[src/rtl/txbuf_reader_if.sv]
// Port-A read stream bundle between the transmit-buffer reader, its RAM port A and the transmitter.
// Command, RAM port A and byte-stream signals travel together so the bench and top level wire one bundle.
interface txbuf_reader_if #(
  parameter int RAM_ADDR_WIDTH = 8,
  parameter int RAM_DATA_WIDTH = 8
);
  logic                      in_start;
  logic                      in_abort;
  logic [RAM_ADDR_WIDTH-1:0] in_base_addr;
  logic [RAM_ADDR_WIDTH:0]   in_length;
  logic [RAM_ADDR_WIDTH-1:0] out_ram_addr;
  logic                      out_ram_wr;
  logic [RAM_DATA_WIDTH-1:0] in_ram_data;
  logic [RAM_DATA_WIDTH-1:0] out_data;
  logic                      out_valid;
  logic                      in_ready;
  logic                      out_busy;
  logic                      out_done;

  modport master (
    output in_start, in_abort, in_base_addr, in_length, in_ram_data, in_ready,
    input  out_ram_addr, out_ram_wr, out_data, out_valid, out_busy, out_done
  );

  modport slave (
    input  in_start, in_abort, in_base_addr, in_length, in_ram_data, in_ready,
    output out_ram_addr, out_ram_wr, out_data, out_valid, out_busy, out_done
  );
endinterface

[src/rtl/txbuf_reader.sv]
// Transmit-buffer read engine: fetches a block of bytes over RAM port A (1-cycle read latency)
// and hands them one at a time to a valid/ready byte stream.
module txbuf_reader #(
  parameter int RAM_ADDR_WIDTH = 8,
  parameter int RAM_DATA_WIDTH = 8
) (
  input  logic           in_clk,
  input  logic           in_rst,
  txbuf_reader_if.slave  bus
);

  typedef enum logic [1:0] {IDLE, FETCH, LATCH, SEND} state_t;

  localparam logic [RAM_ADDR_WIDTH:0] MAX_LEN  = {1'b1, {RAM_ADDR_WIDTH{1'b0}}};
  localparam logic [RAM_ADDR_WIDTH:0] LAST_ONE = {{RAM_ADDR_WIDTH{1'b0}}, 1'b1};

  state_t                    state;
  logic [RAM_ADDR_WIDTH-1:0] addr_p0;
  logic [RAM_ADDR_WIDTH:0]   count_p0;
  logic [RAM_DATA_WIDTH-1:0] data_p1;
  logic                      vld_p1;
  logic                      busy;
  logic                      done;

  // A block can never exceed the addressable RAM.
  function automatic logic [RAM_ADDR_WIDTH:0] sat_len(input logic [RAM_ADDR_WIDTH:0] len);
    return (len > MAX_LEN) ? MAX_LEN : len;
  endfunction

  always_ff @(posedge in_clk or posedge in_rst) begin
    if (in_rst) begin
      state    <= IDLE;
      addr_p0  <= '0;
      count_p0 <= '0;
      data_p1  <= '0;
      vld_p1   <= 1'b0;
      busy     <= 1'b0;
      done     <= 1'b0;
    end else begin
      done <= 1'b0;
      if (bus.in_abort && state != IDLE) begin
        state  <= IDLE;
        vld_p1 <= 1'b0;
        busy   <= 1'b0;
      end else begin
        case (state)
          IDLE: begin
            if (bus.in_start && !bus.in_abort) begin
              if (bus.in_length != '0) begin
                addr_p0  <= bus.in_base_addr;
                count_p0 <= sat_len(bus.in_length);
                busy     <= 1'b1;
                state    <= FETCH;
              end else begin
                done <= 1'b1;
              end
            end
          end
          // Address stage: RAM samples addr_p0 at the end of this cycle.
          FETCH: state <= LATCH;
          // Data stage: RAM output is valid now and is registered onto the stream.
          LATCH: begin
            data_p1 <= bus.in_ram_data;
            vld_p1  <= 1'b1;
            state   <= SEND;
          end
          SEND: begin
            if (bus.in_ready) begin
              vld_p1   <= 1'b0;
              count_p0 <= count_p0 - 1'b1;
              addr_p0  <= addr_p0 + 1'b1;
              if (count_p0 == LAST_ONE) begin
                done  <= 1'b1;
                busy  <= 1'b0;
                state <= IDLE;
              end else begin
                state <= FETCH;
              end
            end
          end
          default: state <= IDLE;
        endcase
      end
    end
  end

  assign bus.out_ram_addr = addr_p0;
  assign bus.out_ram_wr   = 1'b0;
  assign bus.out_data     = data_p1;
  assign bus.out_valid    = vld_p1;
  assign bus.out_busy     = busy;
  assign bus.out_done     = done;

endmodule

[src/flat_wrapper.sv]
// flat-port wrapper written by rule: the top's interface ports become plain ports
module txbuf_reader_flat 
#(
  parameter int RAM_ADDR_WIDTH = 8,
  parameter int RAM_DATA_WIDTH = 8
)
  (in_clk, in_rst, bus_in_start, bus_in_abort, bus_in_base_addr, bus_in_length, bus_in_ram_data, bus_in_ready, bus_out_ram_addr, bus_out_ram_wr, bus_out_data, bus_out_valid, bus_out_busy, bus_out_done);
  txbuf_reader_if #(.RAM_ADDR_WIDTH(RAM_ADDR_WIDTH), .RAM_DATA_WIDTH(RAM_DATA_WIDTH)) bus_i ();
  input  logic in_clk;
  input  logic in_rst;
  input wire logic [$bits(bus_i.in_start)-1:0] bus_in_start;
  input wire logic [$bits(bus_i.in_abort)-1:0] bus_in_abort;
  input wire logic [$bits(bus_i.in_base_addr)-1:0] bus_in_base_addr;
  input wire logic [$bits(bus_i.in_length)-1:0] bus_in_length;
  input wire logic [$bits(bus_i.in_ram_data)-1:0] bus_in_ram_data;
  input wire logic [$bits(bus_i.in_ready)-1:0] bus_in_ready;
  output wire logic [$bits(bus_i.out_ram_addr)-1:0] bus_out_ram_addr;
  output wire logic [$bits(bus_i.out_ram_wr)-1:0] bus_out_ram_wr;
  output wire logic [$bits(bus_i.out_data)-1:0] bus_out_data;
  output wire logic [$bits(bus_i.out_valid)-1:0] bus_out_valid;
  output wire logic [$bits(bus_i.out_busy)-1:0] bus_out_busy;
  output wire logic [$bits(bus_i.out_done)-1:0] bus_out_done;
  assign bus_i.in_start = bus_in_start;
  assign bus_i.in_abort = bus_in_abort;
  assign bus_i.in_base_addr = bus_in_base_addr;
  assign bus_i.in_length = bus_in_length;
  assign bus_i.in_ram_data = bus_in_ram_data;
  assign bus_i.in_ready = bus_in_ready;
  assign bus_out_ram_addr = bus_i.out_ram_addr;
  assign bus_out_ram_wr = bus_i.out_ram_wr;
  assign bus_out_data = bus_i.out_data;
  assign bus_out_valid = bus_i.out_valid;
  assign bus_out_busy = bus_i.out_busy;
  assign bus_out_done = bus_i.out_done;
  txbuf_reader #(.RAM_ADDR_WIDTH(RAM_ADDR_WIDTH), .RAM_DATA_WIDTH(RAM_DATA_WIDTH)) u_core (.in_clk(in_clk), .in_rst(in_rst), .bus(bus_i));
endmodule
[config.mk]
export PLATFORM = sky130hd
export DESIGN_NAME = txbuf_reader_flat
export DESIGN_NICKNAME = d
export VERILOG_FILES = /design/src/rtl/txbuf_reader_if.sv /design/src/rtl/txbuf_reader.sv /design/src/flat_wrapper.sv
export SDC_FILE = /design/constraint.sdc
export NUM_CORES = 1
export LEC_CHECK = 0
export CORE_MARGIN = 2
export CORE_UTILIZATION = 45
export CTS_CLUSTER_SIZE = 25
export DETAILED_ROUTE_END_ITERATION = 16
export PLACE_DENSITY = 0.75
export SLEW_MARGIN = 20
export SYNTH_ARGS = -nofsm -noshare
export SYNTH_HDL_FRONTEND = slang
export SYNTH_SLANG_ARGS = --single-unit
[constraint.sdc]
create_clock -name in_clk -period 5.85 [get_ports in_clk]
set_input_delay 1.17 -clock in_clk [delete_from_list [all_inputs] [get_ports in_clk]]
set_output_delay 1.17 -clock in_clk [all_outputs]
set_load 0.01 [all_outputs]
==> flow_metrics.env, run 1 <==
export IMPL_yosys_warnings=0
export IMPL_power_mw=1.33
export IMPL_vias=1732
export IMPL_grt_max_degree=31
export IMPL_ctsResizeCount=0
export IMPL_synth_distinct_cells=52
export IMPL_clk_pin_slew_ns=0.06
export IMPL_hold_viol=0
export IMPL_diodes=0
export IMPL_critPathSlowestCell="o32ai_4"
export IMPL_gp_congestion=0.948
export IMPL_cts_sink_count=30
export IMPL_grt_overflow=0
export IMPL_first_pass_iters=4
export IMPL_cts_tree="done"
export IMPL_dp_hpwl_um=3280
export IMPL_critPathMaxStageDelay_ns=0.65
export IMPL_viasPerCell=5.87
export IMPL_synthCells=197
export IMPL_grt_busiest_layer="met2"
export IMPL_synth_edf_count=0
export IMPL_drtIter0Drc=130
export IMPL_die_area_mm2=0.00467
export IMPL_synth_seq_cells=30
export IMPL_antenna_left=0
export IMPL_crit_required_ns=6.02
export IMPL_routed_wl_um=4710
export IMPL_antenna_found_initial=0
export IMPL_async_reset_ff_frac=1.00
export IMPL_max_freq_mhz=314
export IMPL_rsz0062_at_grt="no"
export IMPL_netlist_area_mm2=0.00186
export IMPL_status="finished, final reports clean"
export IMPL_dieHeight_um=68.4
export IMPL_syn_nets=233
export IMPL_synth_main_ff_cell="dfrtp_1"
export IMPL_numPlacedInstances=287
export IMPL_grt_use_met1=0.308
export IMPL_finalCriticalPeriod_ns=3.19
export IMPL_core_mm2=0.00400
export IMPL_post_cts_buffers=0
export IMPL_holdBufCountCts=0
export IMPL_final_net_count=280
export IMPL_slew_viol_final=0
export IMPL_grt_met2_usage=0.323
export IMPL_min_path_type="reg -> reg"
export IMPL_route_detailed_drc=0
export IMPL_dp_slack_ns=2.38
export IMPL_setup_viol=0
export IMPL_placedInstanceArea_mm2=0.00236
export IMPL_fin_cells=295
export IMPL_finClkSkew_ns=0.00190
export IMPL_ys_seq_area_frac=0.403
export IMPL_numPortBuffers=48
export IMPL_area_growth_pct=31.7
export IMPL_cts_root_to_sink_buffers=2
export IMPL_fin_ws_ns=2.66
export IMPL_ir_drop_mv=0.269
export IMPL_grt_pass1_wl_um=7600
export IMPL_power_leakage_nw=0.990
export IMPL_worst_pin_slew_ns=0.727
export IMPL_r2r_cells=6
export IMPL_crit_chain="clkdlybuf4s50_1 > or4_1 > o32ai_4 > nor2_2 > mux2_4"
export IMPL_drive_gt1_frac=0.110
export IMPL_syn_area_per_cell_um2=9.46
export IMPL_grtUsageTotal=0.220
export IMPL_cp_end_kind="register"
export IMPL_crit_fanout=17
export IMPL_grt_pass1_vias=1590
export IMPL_avgRoutedWirePerCell_um=16.0
export IMPL_hold_path_cell_count=1
export IMPL_period_share=0.545
export IMPL_final_area_mm2=0.00246
export IMPL_root_buffer="clkbuf_8"
export IMPL_die_w_um=68.4
export IMPL_use_met3=0.0625
export IMPL_whs_ns=0.503
export IMPL_rows=23
export IMPL_initial_core_util=0.466
export IMPL_relSlewSlack=0.515
export IMPL_tns_ns=0
export IMPL_pin_count=50
export IMPL_post_route_util=0.614
export IMPL_critical_path_arrival_ns=3.36
export IMPL_power_density_mw_per_mm2=541
export IMPL_max_cap_violations=0
export IMPL_critical_path_class="in -> reg"
export IMPL_numCtsBuffers=5
export IMPL_clk_latency_ns=0.28
export IMPL_start_kind="input port"
export IMPL_cts_htree_levels=2
-- path summary, 6_finish.rpt --
kind                       slack (ns)                    from                      to
min in group asynchronous        1.27                  in_rst      u_core.count_p0[0]
max in group asynchronous        4.30                  in_rst    u_core.bus.out_valid
setup / recovery                 2.66        bus_in_length[1]      u_core.count_p0[1]
hold reg to reg                  0.50  u_core.bus.out_data[5]  u_core.bus.out_data[5]
hold / removal                   0.50  u_core.bus.out_data[5]  u_core.bus.out_data[5]
setup reg to reg                 3.29         u_core.state[0]      u_core.count_p0[1]
-- placed cells by master, fill, tap and decap left out, types with 2 or more instances in the layout --
| cell type | n |
|---|---|
| clkdlybuf4s50_1 | 48 |
| dfrtp_1 | 30 |
| nand3_1 | 16 |
| a21oi_1 | 11 |
| inv_1 | 10 |
| o21ai_1 | 9 |
| nor2_1 | 8 |
| nand2_1 | 8 |
| mux2_2 | 8 |
| nor3_1 | 7 |
| nand2b_1 | 6 |
| a41oi_1 | 6 |
| ha_1 | 6 |
| clkbuf_8 | 6 |
| a31oi_1 | 5 |
| and3_1 | 4 |
| o31ai_1 | 4 |
| nand4_1 | 4 |
| nor4_1 | 4 |
| nor2b_1 | 3 |
| or2_2 | 2 |
| or4_1 | 2 |
| nor2_2 | 2 |
| mux2_4 | 2 |
| a32oi_1 | 2 |
| o22ai_1 | 2 |
| a2bb2oi_1 | 2 |
| o31a_1 | 2 |
| o211a_1 | 2 |
| buf_4 | 2 |
-- synthesized netlist by cell type, types with 2 or more instances --
cell type | n | area [um2]
nand2_1 | 8 | 30.0
a41oi_1 | 6 | 52.6
nand2b_1 | 6 | 37.5
and3_1 | 4 | 25.0
o22ai_1 | 2 | 12.5
o211a_1 | 2 | 20.0
or2_2 | 2 | 12.5
buf_6 | 2 | 22.5
nand3_1 | 16 | 80.1
nor4_1 | 4 | 25.0
dfrtp_1 | 30 | 751
ha_1 | 6 | 75.1
or4_1 | 2 | 15.0
o31a_1 | 2 | 17.5
o21ai_1 | 9 | 45.0
nand4_1 | 4 | 25.0
a21oi_1 | 11 | 55.1
nor2_1 | 8 | 30.0
nor3_1 | 7 | 35.0
nor2b_1 | 3 | 18.8
mux2_4 | 2 | 30.0
a2bb2oi_1 | 2 | 17.5
clkbuf_1 | 5 | 18.8
inv_1 | 10 | 37.5
o31ai_1 | 4 | 30.0
a31oi_1 | 5 | 31.3
a32oi_1 | 2 | 17.5
nor2_2 | 2 | 12.5
mux2_2 | 8 | 90.1
-- layout make-up --
class	instances	area, um2
Sequential cell	30	751
Tap cell	50	62.6
Clock buffer	7	86.3
Timing Repair Buffer	50	495
Fill cell	345	1540
Multi-Input combinational cell	146	1010
Inverter	11	41.3
Clock inverter	1	5.00
-- kinds of logic (layout without fill, tap and decap cells) --
logic type	after synthesis	after routing	synth area share
other cells	1	1	0.00201
flops	30	30	0.403
buf+inv	21	69	0.0530
mux	11	11	0.0698
simple gates	73	73	0.218
compound gates	55	55	0.214
fa+ha+maj	6	6	0.0403
-- critical path, delay by kind of cell --
| kind | cells | cell delay, ns |
|---|---|---|
| buffers and inverters | 1 | 0.42 |
| multiplexers | 1 | 0.33 |
| AND/OR/NAND/NOR | 2 | 0.79 |
| AO/OA/AOI/OAI | 1 | 0.65 |
-- state kept, by name, summed over array words and instances, names as in the netlist --
| signal | count |
|---|---|
| u_core.count_p0 | 9 |
| u_core.bus.out_valid | 1 |
| u_core.bus.out_ram_addr | 8 |
| u_core.bus.out_busy | 1 |
| u_core.bus.out_data | 8 |
| u_core.bus.out_done | 1 |
| u_core.state | 2 |
-- routing by layer --
layer / share of wire / up-vias
met5: 0 / -
met4: 0.013 / 0
met3: 0.051 / 5
met2: 0.47 / 54
met1: 0.47 / 839
li1: - / 834
-- power by group --
| part | switching (mW) | internal, mW | leakage [nW] |
|---|---|---|---|
| clock | 0.0814 | 0.0948 | 0.0482 |
| combinational | 0.401 | 0.351 | 0.577 |
| sequential | 0.0909 | 0.310 | 0.364 |
| total | 0.573 | 0.756 | 0.990 |
Power figures use the tool's default switching activity.
==> inputs of run 2 (changes only) <==
--- a/config.mk
+++ b/config.mk
@@ -6,10 +6,10 @@
 export NUM_CORES = 1
 export LEC_CHECK = 0
 export CORE_MARGIN = 2
-export CORE_UTILIZATION = 45
+export CORE_UTILIZATION = 44
 export CTS_CLUSTER_SIZE = 25
 export DETAILED_ROUTE_END_ITERATION = 16
-export PLACE_DENSITY = 0.75
+export PLACE_DENSITY = 0.77
 export SLEW_MARGIN = 20
 export SYNTH_ARGS = -nofsm -noshare
 export SYNTH_HDL_FRONTEND = slang
==> constraint.sdc (replaced) <==
create_clock -name in_clk -period 2.65 [get_ports in_clk]
set_input_delay 0.53 -clock in_clk [delete_from_list [all_inputs] [get_ports in_clk]]
set_output_delay 0.53 -clock in_clk [all_outputs]
set_load 0.01 [all_outputs]
==> run 2 against run 1 <==
Wire length rose by 2.4%; global-route usage fell by 0.92 points; via count rose by 4.1%; clock-buffer cell count did not move; critical path depth rose by 2; final cell count rose by 3.4%; sequential share of layout area fell by 1.1 points; first-iteration DRC count fell by 5.4%; highest routed layer unchanged; non-clock buffer count rose by 10; utilization rose by 1.7 points; flip-flop and latch count did not move; largest cell class unchanged.
==> flow_metrics.env, run 2 (synthesized netlist as in run 1, its figures left out) <==
export IMPL_clk_latency_ns=0.28
export IMPL_dieHeight_um=69.1
export IMPL_dp_slack_ns=0.0975
export IMPL_gp_congestion=0.882
export IMPL_finalCriticalPeriod_ns=2.27
export IMPL_antenna_left=0
export IMPL_numCtsBuffers=5
export IMPL_die_area_mm2=0.00477
export IMPL_core_mm2=0.00403
export IMPL_tns_ns=0
export IMPL_min_path_type="reg -> reg"
export IMPL_rsz0062_at_grt="no"
export IMPL_grt_pass1_wl_um=8290
export IMPL_ir_drop_mv=0.545
export IMPL_cts_sink_count=30
export IMPL_clk_pin_slew_ns=0.06
export IMPL_critical_path_class="reg -> reg"
export IMPL_final_common_cell="clkdlybuf4s50_1"
export IMPL_cts_root_to_sink_buffers=2
export IMPL_vias=1803
export IMPL_post_cts_buffers=0
export IMPL_critical_path_arrival_ns=2.43
export IMPL_grtUsageTotal=0.211
export IMPL_grt_max_degree=31
export IMPL_pin_count=50
export IMPL_start_kind="register"
export IMPL_rows=23
export IMPL_cts_htree_levels=2
export IMPL_holdBufCountCts=0
export IMPL_drive_gt1_frac=0.145
export IMPL_top_register="u_core.count_p0"
export IMPL_crit_required_ns=2.81
export IMPL_ctsResizeCount=0
export IMPL_first_pass_iters=4
export IMPL_slew_viol_final=0
export IMPL_route_detailed_drc=0
export IMPL_routed_wl_um=4820
export IMPL_grt_pass1_vias=1710
export IMPL_final_area_mm2=0.00254
export IMPL_setup_viol=0
export IMPL_area_growth_pct=36.4
export IMPL_max_freq_mhz=440
export IMPL_grt_overflow=0
export IMPL_initial_core_util=0.463
export IMPL_avgRoutedWirePerCell_um=15.8
export IMPL_antenna_found_initial=0
export IMPL_period_share=0.857
export IMPL_cp_end_kind="register"
export IMPL_power_density_mw_per_mm2=1210
export IMPL_placedInstanceArea_mm2=0.00245
export IMPL_max_cap_violations=0
export IMPL_status="finished, final reports clean"
export IMPL_viasPerCell=5.91
export IMPL_crit_fanout=18
export IMPL_worst_pin_slew_ns=0.707
export IMPL_largest_reg_flops=9
export IMPL_finClkSkew_ns=0.00337
export IMPL_dp_hpwl_um=3490
export IMPL_fin_cells=305
export IMPL_numPlacedInstances=297
export IMPL_final_net_count=290
export IMPL_relSlewSlack=0.524
export IMPL_fin_ws_ns=0.378
export IMPL_final_cell_mix="clkdlybuf4s50_1 (48), dfrtp_1 (30), nand3_1 (16), a21oi_1 (11), buf_4 (11)"
export IMPL_cts_tree="done"
export IMPL_power_leakage_nw=1.04
export IMPL_drtIter0Drc=123
export IMPL_die_w_um=69.1
export IMPL_numPortBuffers=48
export IMPL_root_buffer="clkbuf_8"
export IMPL_diodes=0
export IMPL_hold_viol=0
## run 2: area by class of cell
| type | count | area [um2] |
|---|---|---|
| Fill cell | 365 | 1490 |
| Clock buffer | 7 | 86.3 |
| Inverter | 11 | 41.3 |
| Clock inverter | 1 | 5.00 |
| Multi-Input combinational cell | 146 | 1010 |
| Tap cell | 50 | 62.6 |
| Sequential cell | 30 | 751 |
| Timing Repair Buffer | 60 | 583 |
## run 2: per-stage QoR
step | utilization | hold slack, ns | power [mW]
2_1_floorplan | - | 0.472 | 1.99
5_1_grt | 0.631 | 0.523 | 3.33
3_5_place_dp | 0.609 | 0.493 | 2.68
6_report | 0.631 | 0.504 | 3.08
4_1_cts | 0.631 | 0.508 | 3.08
3_3_place_gp | 0.609 | 0.485 | 2.66
## run 2: path summary, 6_finish.rpt
| check | startpoint | to | slack, ns | depth (start not counted) |
|---|---|---|---|---|
| min in group asynchronous | in_rst | u_core.bus.out_data[0] | 0.64 | 3 |
| min reg2reg | u_core.bus.out_data[7] | u_core.bus.out_data[7] | 0.50 | 1 |
| max | u_core.state[0] | u_core.bus.out_ram_addr[3] | 0.38 | 7 |
| min | u_core.bus.out_data[7] | u_core.bus.out_data[7] | 0.50 | 1 |
| max reg2reg | u_core.state[0] | u_core.bus.out_ram_addr[3] | 0.38 | 7 |
| max in group asynchronous | in_rst | u_core.bus.out_ram_addr[0] | 1.73 | 3 |
## run 2: worst max-delay path, stage by stage (launching register included)
cell     delay, ns
dfrtp_1       0.40
inv_1         0.11
ha_1          0.24
or4b_4        0.52
o32a_1        0.39
buf_12        0.16
a41oi_1       0.22
nand3_1       0.11
## run 2: layer usage
layer  up-vias  share of wire  global-route usage
met5         -              0                   0
met4         0          0.010              0.0588
met3         6          0.073              0.0409
met2        89           0.47               0.340
met1       844           0.45               0.290
li1        864              -                   -
## run 2: power breakdown
| group | switching (mW) | leakage (nW) | total, mW | internal [mW] |
|---|---|---|---|---|
| logic | 0.923 | 0.631 | 1.81 | 0.885 |
| registers | 0.202 | 0.364 | 0.887 | 0.685 |
| clock network | 0.173 | 0.0482 | 0.383 | 0.209 |
| total | 1.30 | 1.04 | 3.08 | 1.78 |
==> inputs of run 3 (changes only) <==
==> constraint.sdc (replaced) <==
create_clock -name in_clk -period 2.02 [get_ports in_clk]
set_input_delay 0.404 -clock in_clk [delete_from_list [all_inputs] [get_ports in_clk]]
set_output_delay 0.404 -clock in_clk [all_outputs]
set_load 0.01 [all_outputs]
==> run 3 against run 2 <==
Global-route usage increased by 1.4 points; clock skew increased by 0.0091 ns; sequential power increased by 32%; the run now ends with setup timing left.
==> flow_metrics.env, run 3 (synthesized netlist as in run 1, its figures left out) <==
export IMPL_status="finished with violations"
export IMPL_violations="setup timing"
export IMPL_final_net_count=315
export IMPL_cts_htree_levels=2
export IMPL_min_path_type="in -> async"
export IMPL_drive_gt1_frac=0.272
export IMPL_cp_end_kind="register"
export IMPL_fin_cells=329
export IMPL_dp_hpwl_um=3630
export IMPL_slew_viol_final=0
export IMPL_route_detailed_drc=0
export IMPL_numPortBuffers=48
export IMPL_critical_path_class="reg -> reg"
export IMPL_grt_max_degree=31
export IMPL_diodes=0
export IMPL_cts_sink_count=30
export IMPL_finalCriticalPeriod_ns=2.03
export IMPL_gp_congestion=0.882
export IMPL_grt_pass1_vias=1864
export IMPL_power_leakage_nw=1.22
export IMPL_critPathSlowestCell="or4b_4"
export IMPL_top_register="u_core.count_p0"
export IMPL_clk_pin_slew_ns=0.07
export IMPL_dp_slack_ns=-0.472
export IMPL_area_growth_pct=53.2
export IMPL_rsz0062_at_grt="yes"
export IMPL_grt_pass1_wl_um=8780
export IMPL_placedInstanceArea_mm2=0.00260
export IMPL_numPlacedInstances=316
export IMPL_worst_pin_slew_ns=0.726
export IMPL_pin_count=50
export IMPL_vias=1882
export IMPL_fin_ws_ns=-0.0144
export IMPL_start_kind="register"
export IMPL_grt_overflow=0
export IMPL_antenna_left=0
export IMPL_crit_chain="inv_2 > ha_4 > or4b_4 > o32ai_4 > buf_4 > nor2_2 > mux2_4"
export IMPL_initial_core_util=0.463
export IMPL_max_cap_violations=0
export IMPL_die_area_mm2=0.00477
export IMPL_root_buffer="clkbuf_8"
export IMPL_cts_tree="done"
export IMPL_post_route_util=0.709
export IMPL_ir_drop_mv=0.841
export IMPL_finClkSkew_ns=0.0125
export IMPL_final_cell_mix="clkdlybuf4s50_1 (44), buf_4 (33), dfrtp_1 (30), nand3_1 (15), a21oi_1 (10)"
export IMPL_crit_required_ns=2.19
export IMPL_antenna_found_initial=0
export IMPL_numCtsBuffers=5
export IMPL_whs_ns=0.502
export IMPL_routed_wl_um=5230
export IMPL_crit_fanout=3
export IMPL_dieHeight_um=69.1
export IMPL_max_freq_mhz=492
export IMPL_critPathMaxStageDelay_ns=0.50
export IMPL_setup_viol=1
export IMPL_holdBufCountCts=0
export IMPL_final_area_mm2=0.00286
export IMPL_power_mw=4.61
export IMPL_drtIter0Drc=157
export IMPL_grtUsageTotal=0.225
export IMPL_critical_path_arrival_ns=2.21
export IMPL_hold_viol=0
export IMPL_final_common_cell="clkdlybuf4s50_1"
export IMPL_cts_root_to_sink_buffers=2
export IMPL_core_mm2=0.00403
export IMPL_avgRoutedWirePerCell_um=15.9
export IMPL_die_w_um=69.1
export IMPL_period_share=1.01
export IMPL_rows=23
export IMPL_viasPerCell=5.72
export IMPL_first_pass_iters=4
export IMPL_largest_reg_flops=9
export IMPL_fillCellCount=300
export IMPL_power_density_mw_per_mm2=1610
export IMPL_tns_ns=-0.0144
export IMPL_clk_latency_ns=0.29
export IMPL_relSlewSlack=0.514
[run 3: changes by cell type in the layout (fill, tap and decap cells not counted), moves of 2 or more]
cell             delta
dlymetal6s2s_1      +3
buf_4              +22
clkdlybuf4s50_1     -4
a41oi_1             -5
inv_1               -2
a41oi_2             +5
inv_2               +2
buf_6               +2
[run 3: cell type report]
class                      instances  area (um2)  share of cell area
tap                               50        62.6              0.0219
timing repair buffer              85         782               0.274
clock inverter                     1        30.0              0.0105
sequential                        30         751               0.263
multi-input combinational        146        1110               0.387
inverter                          11        41.3              0.0145
clock buffer                       6        82.6              0.0289
[run 3: routing by layer]
| layer | routed length (um) | track usage |
|---|---|---|
| met2 | 2610 | 0.374 |
| met1 | 2160 | 0.292 |
| met5 | 0 | 0 |
| met3 | 377 | 0.0409 |
| met4 | 86 | 0.0828 |
[run 3: worst max-delay path, delay by kind of cell, from the launching register on]
family                   cells  cell delay (ns)
flip-flops                   1             0.39
AND/OR/NAND/NOR              2             0.55
AO/OA/AOI/OAI                1             0.27
adder cells (fa/ha/maj)      1             0.14
multiplexers                 1             0.30
buffers and inverters        2             0.26
[run 3: repair_timing]
action	CTS	global route
endpoints found under the setup margin	19	20
buffers inserted	2	2
gates cloned	1	1
pin swaps	17	11
resized for setup	13	8
[run 3: where the power goes]
part           switching (mW)  internal (mW)
clock network           0.239          0.394
registers               0.275          0.899
logic                    1.38           1.42
[run 3: final timing paths]
check / startpoint / endpoint / slack (ns) / cells after the start
max: u_core.state[0] / u_core.state[1] / -0.01 / 7
min: in_rst / u_core.count_p0[4] / 0.50 / 3
max reg2reg: u_core.state[0] / u_core.state[1] / -0.01 / 7
min reg2reg: u_core.bus.out_data[2] / u_core.bus.out_data[2] / 0.50 / 1
max in group asynchronous: in_rst / u_core.count_p0[8] / 1.21 / 3
min in group in_clk: u_core.bus.out_data[2] / u_core.bus.out_data[2] / 0.50 / 1
